$ cat config.mk
export PLATFORM = sky130hd
export DESIGN_NAME = pwm_scheduler
export DESIGN_NICKNAME = d
export VERILOG_FILES = /design/src/rtl/pwm_pkg.sv /design/src/rtl/pwm_scheduler_prescaler.sv /design/src/rtl/pwm_scheduler.sv
export SDC_FILE = /design/constraint.sdc
export NUM_CORES = 1
export LEC_CHECK = 0
export BUFFER_PORTS_ARGS = -buffer_cell sky130_fd_sc_hd__buf_4
export CORE_MARGIN = 8
export CORE_UTILIZATION = 30
export CTS_BUF_LIST = sky130_fd_sc_hd__clkbuf_8
export DETAILED_ROUTE_END_ITERATION = 6
export PLACE_DENSITY = 0.56
export SYNTH_ARGS = -nofsm -noshare
export SYNTH_HDL_FRONTEND = slang
export SYNTH_SLANG_ARGS = --single-unit
$ cat constraint.sdc
create_clock -name clk -period 3.3 [get_ports clk]
set_clock_uncertainty 0.15 [all_clocks]
set_input_delay 0.495 -clock clk [delete_from_list [all_inputs] [get_ports clk]]
set_output_delay 0.495 -clock clk [all_outputs]
set_load 0.01 [all_outputs]
$ cat src/rtl/pwm_pkg.sv
// pwm_pkg: shared types and constants for the PWM scheduler slice.
//   state_e   : scheduler FSM states (IDLE, RUN)
//   NUM_CH    : number of output channels
//   DUTY_W    : duty cycle width
//   DUTY_OFF  : duty code that forces the PWM level low
//   DUTY_FULL : duty code that forces the PWM level high
package pwm_pkg;

  typedef enum logic {
    IDLE = 1'b0,
    RUN  = 1'b1
  } state_e;

  localparam int NUM_CH = 16;
  localparam int DUTY_W = 8;

  localparam logic [DUTY_W-1:0] DUTY_OFF  = 8'h00;
  localparam logic [DUTY_W-1:0] DUTY_FULL = 8'hFF;

endpackage

$ cat src/rtl/pwm_scheduler_prescaler.sv
// pwm_prescaler: reusable clock-enable generator.
// Counts 0..DIV-1 while enabled and pulses tick_o on the terminal count,
// then wraps to 0. A synchronous clear holds the count at 0.
// Ports:
//   clk    : system clock
//   rst_n  : asynchronous active-low reset
//   en_i   : count enable
//   clr_i  : synchronous clear (dominates en_i)
//   tick_o : high for one cycle when the count is at DIV-1 and enabled
module pwm_prescaler #(
  parameter int DIV = 10,
  parameter int W   = 16
) (
  input  logic clk,
  input  logic rst_n,
  input  logic en_i,
  input  logic clr_i,
  output logic tick_o
);

  localparam logic [W-1:0] TC = W'(DIV - 1);

  logic [W-1:0] cnt_q, cnt_d;

  always_comb begin
    cnt_d = cnt_q;
    if (clr_i) begin
      cnt_d = '0;
    end else if (en_i) begin
      cnt_d = (cnt_q == TC) ? '0 : cnt_q + 1'b1;
    end
  end

  assign tick_o = en_i && !clr_i && (cnt_q == TC);

  always_ff @(posedge clk or negedge rst_n) begin
    if (!rst_n) begin
      cnt_q <= '0;
    end else begin
      cnt_q <= cnt_d;
    end
  end

endmodule

$ cat src/rtl/pwm_scheduler.sv
// pwm_scheduler: drives 16 output pins from register-bank configuration.
// A prescaled CNT_W-bit period counter generates the PWM waveform. The
// PWM select and duty are shadowed and only reload at a period boundary,
// so a write never truncates or glitches a pulse. en_out is live.
// Optional build macro: PWM_RAMP_EN -- shadow duty steps by 1 per boundary
// toward the target and a ramp_done output is added.
// Ports:
//   clk          : system clock
//   rst_n        : asynchronous active-low reset
//   en_out       : per-channel output enable (live)
//   en_pwm       : per-channel PWM select (shadowed)
//   duty         : target duty cycle (shadowed)
//   cfg_valid    : one-cycle pulse when the register bank commits a write
//   pwm_out      : registered channel outputs
//   period_start : one-cycle pulse when the counter restarts at 0
//   busy         : high while in RUN
//   ramp_done    : (PWM_RAMP_EN only) shadow duty equals target
module pwm_scheduler
  import pwm_pkg::*;
#(
  parameter int CLK_DIV = 10,
  parameter int CNT_W   = 8
) (
  input  logic              clk,
  input  logic              rst_n,
  input  logic [NUM_CH-1:0] en_out,
  input  logic [NUM_CH-1:0] en_pwm,
  input  logic [DUTY_W-1:0] duty,
  input  logic              cfg_valid,
  output logic [NUM_CH-1:0] pwm_out,
  output logic              period_start,
  output logic              busy
`ifdef PWM_RAMP_EN
  ,
  output logic              ramp_done
`endif
);

  localparam logic [CNT_W-1:0] CNT_MAX = {CNT_W{1'b1}};
  localparam int CMP_W = (CNT_W > DUTY_W) ? CNT_W : DUTY_W;

  state_e             state_q, state_d;
  logic [CNT_W-1:0]   cnt_q, cnt_d;
  logic [NUM_CH-1:0]  en_sh_q, en_sh_d;
  logic [DUTY_W-1:0]  duty_sh_q, duty_sh_d;
  logic               pending_q, pending_d;
  logic [NUM_CH-1:0]  pwm_q, pwm_d;
  logic               pstart_q, pstart_d;
`ifdef PWM_RAMP_EN
  logic [DUTY_W-1:0]  tgt_q, tgt_d;
`endif

  logic tick;
  logic boundary;
  logic load;
  logic level;
  logic [CMP_W-1:0] cnt_ext;
  logic [CMP_W-1:0] duty_ext;

  // Prescaler runs only in RUN; it is held clear in IDLE so RUN entry
  // always starts a full first tick.
  pwm_prescaler #(
    .DIV (CLK_DIV),
    .W   (16)
  ) u_prescaler (
    .clk    (clk),
    .rst_n  (rst_n),
    .en_i   (state_q == RUN),
    .clr_i  (state_q != RUN),
    .tick_o (tick)
  );

  assign boundary = tick && (cnt_q == CNT_MAX);

  assign cnt_ext  = CMP_W'(cnt_q);
  assign duty_ext = CMP_W'(duty_sh_q);

  always_comb begin
    if (duty_sh_q == DUTY_OFF) begin
      level = 1'b0;
    end else if (duty_sh_q == DUTY_FULL) begin
      level = 1'b1;
    end else begin
      level = (cnt_ext < duty_ext);
    end
  end

  always_comb begin
    state_d   = state_q;
    cnt_d     = cnt_q;
    en_sh_d   = en_sh_q;
    duty_sh_d = duty_sh_q;
    pending_d = pending_q | cfg_valid;
    pstart_d  = 1'b0;
    load      = 1'b0;
`ifdef PWM_RAMP_EN
    tgt_d     = cfg_valid ? duty : tgt_q;
`endif

    case (state_q)
      IDLE: begin
        cnt_d = '0;
        if (cfg_valid && (en_pwm != '0)) begin
          load     = 1'b1;
          state_d  = RUN;
          pstart_d = 1'b1;
        end
      end
      RUN: begin
        if (tick) begin
          cnt_d = cnt_q + 1'b1;
        end
        pstart_d = boundary;
        // A write landing on the boundary cycle is taken directly from the
        // inputs, so it applies to the period that starts right now.
        if (boundary && (pending_q || cfg_valid)) begin
          load = 1'b1;
          if (en_pwm == '0) begin
            state_d  = IDLE;
            cnt_d    = '0;
            pstart_d = 1'b0;
          end
        end
      end
      default: state_d = IDLE;
    endcase

    if (load) begin
      en_sh_d   = en_pwm;
      pending_d = 1'b0;
`ifdef PWM_RAMP_EN
      // A fresh start has no pulse in flight, so the target loads directly.
      if (state_q == IDLE) begin
        duty_sh_d = tgt_d;
      end else if (duty_sh_q < tgt_d) begin
        duty_sh_d = duty_sh_q + 1'b1;
      end else if (duty_sh_q > tgt_d) begin
        duty_sh_d = duty_sh_q - 1'b1;
      end
      pending_d = (duty_sh_d != tgt_d);
`else
      duty_sh_d = duty;
`endif
    end
  end

  // Channels without PWM select pass en_out straight through as a static level.
  assign pwm_d = en_out & (~en_sh_q | {NUM_CH{level}});

  always_ff @(posedge clk or negedge rst_n) begin
    if (!rst_n) begin
      state_q   <= IDLE;
      cnt_q     <= '0;
      en_sh_q   <= '0;
      duty_sh_q <= '0;
      pending_q <= 1'b0;
      pwm_q     <= '0;
      pstart_q  <= 1'b0;
`ifdef PWM_RAMP_EN
      tgt_q     <= '0;
`endif
    end else begin
      state_q   <= state_d;
      cnt_q     <= cnt_d;
      en_sh_q   <= en_sh_d;
      duty_sh_q <= duty_sh_d;
      pending_q <= pending_d;
      pwm_q     <= pwm_d;
      pstart_q  <= pstart_d;
`ifdef PWM_RAMP_EN
      tgt_q     <= tgt_d;
`endif
    end
  end

  assign pwm_out      = pwm_q;
  assign period_start = pstart_q;
  assign busy         = (state_q == RUN);
`ifdef PWM_RAMP_EN
  assign ramp_done    = (duty_sh_q == tgt_q);
`endif

endmodule

Word level (Yosys, flattened, before mapping)
Index checks and enable logic that the tools add are counted.

word-level totals
  output and inout port bits = 18
  logic and storage cells = 45
  register bits = 67

cells by class
  mux-type cells = 18
  add/sub/neg operators = 2
  $lt $le $gt $ge = 1
  equal/unequal tests = 3
  bitwise logic cells = 5
  reductions and logical operators = 8

operators with widths
  cell                                            number
  2-to-1 mux 16 bit                               2
  2-to-1 mux 8 bit                                3
  adder 16 x 1 -> 16 bit, second input constant   1
  bitwise AND 16 bit                              1
  == test 16 x 4 -> 1 bit, second input constant  1
  == test 8 bit, second input constant            2
  zero test 16 bit                                1
  inverter 16 bit                                 1
  OR 16 bit                                       1
  case mux 8 bit (2 select lines)                 1
  nonzero test 16 bit                             1
  2-to-1 mux 1 bit                                9
  adder 8 x 1 -> 8 bit, second input constant     1
  zero test 8 bit                                 1
  less-than comparator 8 bit                      1
  case mux 1 bit (2 select lines)                 3
  logical AND 1 bit                               4
  logical OR 1 bit                                1
  inverter 1 bit                                  1
  OR 1 bit                                        1

Logic depth before layout (Yosys ltp)
  depth in word-level cells = 7
  depth in mapped cells = 9
  depth with buffers taken out = 7

Cells and area by module
Synthesis repeated with hierarchy kept, for this count alone.

second synthesis, totals
  cells, all modules = 291
  area total of the unflattened synthesis = 3347.0 um2

modules (own cells, without submodules)
  module         area each (um2)  times used  cells an instance
  pwm_scheduler  2318.5           1           185
  pwm_prescaler  1028.5           1           106

Worst setup path before layout
OpenSTA, ideal clock, no wires.

  kind = reg2reg
  from = register u_prescaler.cnt_q[1]
  to = register duty_sh_q[0], in the netlist duty_ext[0]
  buffers on the path = 2
  arrival time = 2.167 ns
  path slack = 0.858 ns
  stages on the path, launching flop included = 10
  library setup time = 0.125 ns
  cell sequence = dfrtp_1 inv_1 ha_1 nor4b_4 nand4_1 or4_1 o21ba_1 buf_6 buf_12 mux2_4

between the ends
  cells in the longest elaborated chain, start to end = 6

ends and longest elaborated chain
  what                             RTL line                       source
  from (decl)                      pwm_scheduler_prescaler.sv:23  logic [W-1:0] cnt_q, cnt_d;
  from (signal assigned)           pwm_scheduler_prescaler.sv:40  cnt_q <= cnt_d;
  == test 16 x 4 -> 1 bit          pwm_scheduler_prescaler.sv:34  assign tick_o = en_i && !clr_i && (cnt_q == TC);
  logical AND 1 bit                pwm_scheduler_prescaler.sv:34
  logical AND 1 bit                pwm_scheduler.sv:73            assign boundary = tick && (cnt_q == CNT_MAX);
  logical AND 1 bit                pwm_scheduler.sv:116           if (boundary && (pending_q || cfg_valid)) begin
  2-to-1 mux 1 bit                 pwm_scheduler.sv:116
  case mux 1 bit (2 select lines)  pwm_scheduler.sv:100           case (state_q)
  to (signal assigned)             pwm_scheduler.sv:166           duty_sh_q <= duty_sh_d;
  to (decl)                        pwm_scheduler.sv:45            logic [DUTY_W-1:0] duty_sh_q, duty_sh_d;

No other way between the ends.
A chain may end at the register's enable or synchronous reset.

Worst setup path after layout
  from = register u_prescaler.cnt_q[1]
  to = register en_sh_q[10]

between the ends
  cells in the longest elaborated chain, start to end = 6

ends and longest elaborated chain
  what                             RTL line                       source
  == test 16 x 4 -> 1 bit          pwm_scheduler_prescaler.sv:34
  logical AND 1 bit                pwm_scheduler_prescaler.sv:34
  logical AND 1 bit                pwm_scheduler.sv:73
  logical AND 1 bit                pwm_scheduler.sv:116
  2-to-1 mux 1 bit                 pwm_scheduler.sv:116
  case mux 1 bit (2 select lines)  pwm_scheduler.sv:100
  to (signal assigned)             pwm_scheduler.sv:165           en_sh_q <= en_sh_d;
  to (decl)                        pwm_scheduler.sv:44            logic [NUM_CH-1:0] en_sh_q, en_sh_d;

No other way between the ends.

==> run summary <==
total core area: 10300 um^2
initial antenna violation count: 0
die area: 14000 um^2
first-pass GRT wire length: 11.5 mm
share of post-route cells with drive strength above 1: 0.328
Fillers: 1023
post-detail-place hpwl: 4.89 mm
Synth Area in Simple Gates: 0.155
Layout area overhead: 26.7%
R2R Path Start: u_prescaler.cnt_q[1]$_DFF_PN0_
Post CTS Setup Buffer Count: 0
WL per Instance: 14.4 um
worst-case clock buffer depth: 2
startpoint type of the worst setup path: flop
Synth Area in Adders: 0.0397
Max Cap Viol: 0
Static Leak: 1.89 nW
Synth Register Bits: 67
XOR/XNOR Fraction of Synth Area: 0.0584
Vias: 2135
cell area after layout: 3990 um^2
final wirelength: 6.68 mm
CTS root buffer: clkbuf_8
EDFF count, synth: 0
grt total ovfl: 0
DR vias/cell: 4.59
Die Span Y: 118 um
DRT antenna net count: 0
Max FO, Critical Path: 24
drt first pass iters: 4
Post-synth ARST share: 1.00
Data required, critical path: 3.36 ns
largest net degree at the start of global routing: 68
cts hold-fix bufs: 0
Worst-path clk slew: 0.07 ns
max-slew violation count: 0
Seq/Total Area, Yosys: 0.532
GRT Total Usage: 0.0997
mux contribution to synthesized area: 0.113
PD cells: 595 nW/um^2
Finished Core Util: 0.388
compound-gate portion of the synthesized area: 0.0679
count leader, synth: dfrtp_1
synth cell count leaders: 67 x dfrtp_1, 32 x nor2_1, 20 x mux2_4
CTS Buf Count: 9
post-synth top area cell: dfrtp_1
Worst slew margin: 0.434
fin cells: 465
predominant post-synthesis flop cell: dfrtp_1
warning count from the yosys run: 0
status: finished clean
Area after DPL: 3710 um^2
Synth cell types: 36
post-layout min period: 2.67 ns
Synth Area per Inst: 12.2 um^2
Skew-Pair Late Insertion Delay: 0.34 ns
top post-synthesis cells by area: dfrtp_1 53%, mux2_4 9.5%, ha_1 4.0%, a21boi_0 3.8%, nor2_1 3.8%
Worst Tran Pin Value: 0.848 ns
io pins: 61
Post-Syn Nets: 312
Setup TNS: 0 ns
Starting Density: 0.306
Die W: 118 um
vias in the first global route: 2353
Crit. End Element: flop
Worst VDD drop: 0.217 mV
# rows: 37
cts repair resizes: 0
DP Cell Count: 449
cell area after synthesis: 3150 um^2
CTS tree: yes
NumNets Final: 377
largest family of logic cells by synthesized area: simple AND/OR/NAND/NOR gates
top cell type's share of synthesized area: 0.532
RSZ-0062 raised after global routing: no
worst hold path type: in2async
FF-to-FF path depth: 8
RD Place Congestion: 0.745
R2R Path End: en_sh_q[10]$_DFFE_PN0P_
drc violations: 0
Mapped Cells: 259
final critical-path share of the clock period: 0.810
Arrival @ worst endpoint: 2.74 ns
DRT iter0 DRCs: 91
final hold violations: 0
H-tree levels: 3
flop-to-flop setup slack: 0.63 ns
diodes inserted: 0
CTS Sinks: 67
Final setup viols: 0
I/O Buffers: 60
fmax: 374 MHz
kind of critical path: reg2reg
kinds of logic after synthesis:
group	Yosys count
fa+ha+maj	10
compound gates	30
mux	25
flops	67
simple gates	88
xor+xnor	21
buf+inv	18
cells in the final DEF (no fill, tap or decap), drive strengths merged, types with 2 or more instances in the layout:
cell    instances
a21boi         16
a21o            2
a21oi           2
and4            5
buf            62
bufinv          4
clkbuf         10
dfrtp          67
ha             10
inv            10
mux2           24
nand2          10
nand3           7
nand4          11
nor2           32
nor3            7
nor4            9
nor4b           2
o21ai           5
xnor2          10
xor2           11
state kept, by name, indices dropped and copies added (netlist names):
| signal | flops |
|---|---|
| period_start | 1 |
| cnt_ext | 8 |
| en_sh_q | 16 |
| pwm_out | 16 |
| duty_ext | 8 |
| busy | 1 |
| pending_q | 1 |
| u_prescaler.cnt_q | 16 |
where the power goes:
group / switching (mW) / total [mW] / internal (mW)
logic: 0.191 / 0.411 / 0.220
clock network: 0.316 / 0.916 / 0.600
registers: 0.121 / 1.05 / 0.924
total: 0.628 / 2.37 / 1.74
worst max-delay path: stages, from the launching register on:
cell,delay (ns)
dfrtp_1,0.40
inv_1,0.06
ha_1,0.14
nor4b_4,0.25
nand4_1,0.21
or4_1,0.55
o21ba_1,0.19
buf_4,0.26
mux2_4,0.34
cell type report:
class                           instances  area [um^2]  area share
Sequential cell                        67         1680       0.420
Clock inverter                          6          136      0.0342
Inverter                               10         37.5     0.00941
Multi-Input combinational cell        174         1370       0.342
Tap cell                              136          170      0.0427
Clock buffer                           10          138      0.0345
Timing Repair Buffer                   62          465       0.117
worst max-delay path by stage:
stage               slack [ns]                            from                       to
floorplan                 0.86  u_prescaler.cnt_q[1]$_DFF_PN0_  duty_ext[0]$_DFFE_PN0P_
global placement          0.64                       en_pwm[1]  duty_ext[6]$_DFFE_PN0P_
detailed placement        0.62                       en_pwm[1]  duty_ext[6]$_DFFE_PN0P_
CTS                       0.65  u_prescaler.cnt_q[1]$_DFF_PN0_  duty_ext[2]$_DFFE_PN0P_
global route              0.44  u_prescaler.cnt_q[1]$_DFF_PN0_  en_sh_q[10]$_DFFE_PN0P_
finish                    0.63  u_prescaler.cnt_q[1]$_DFF_PN0_  en_sh_q[10]$_DFFE_PN0P_
layer usage:
| layer | part of all wire | global-route usage |
|---|---|---|
| met5 | 0 | 0 |
| met4 | 0.012 | 0.0474 |
| met3 | 0.087 | 0.0447 |
| met2 | 0.45 | 0.146 |
| met1 | 0.46 | 0.123 |
metrics by stage:
stage                     worst slack (ns)  power, mW  hold slack (ns)
after floorplan                      0.858       1.32           0.0494
after global placement               0.640       1.47            0.293
after detailed placement             0.624       1.48            0.303
after CTS                            0.648       2.42            0.134
after global routing                 0.443       2.51            0.173
final                                0.628       2.37            0.122
No activity file was read; power rests on OpenSTA's default activity.
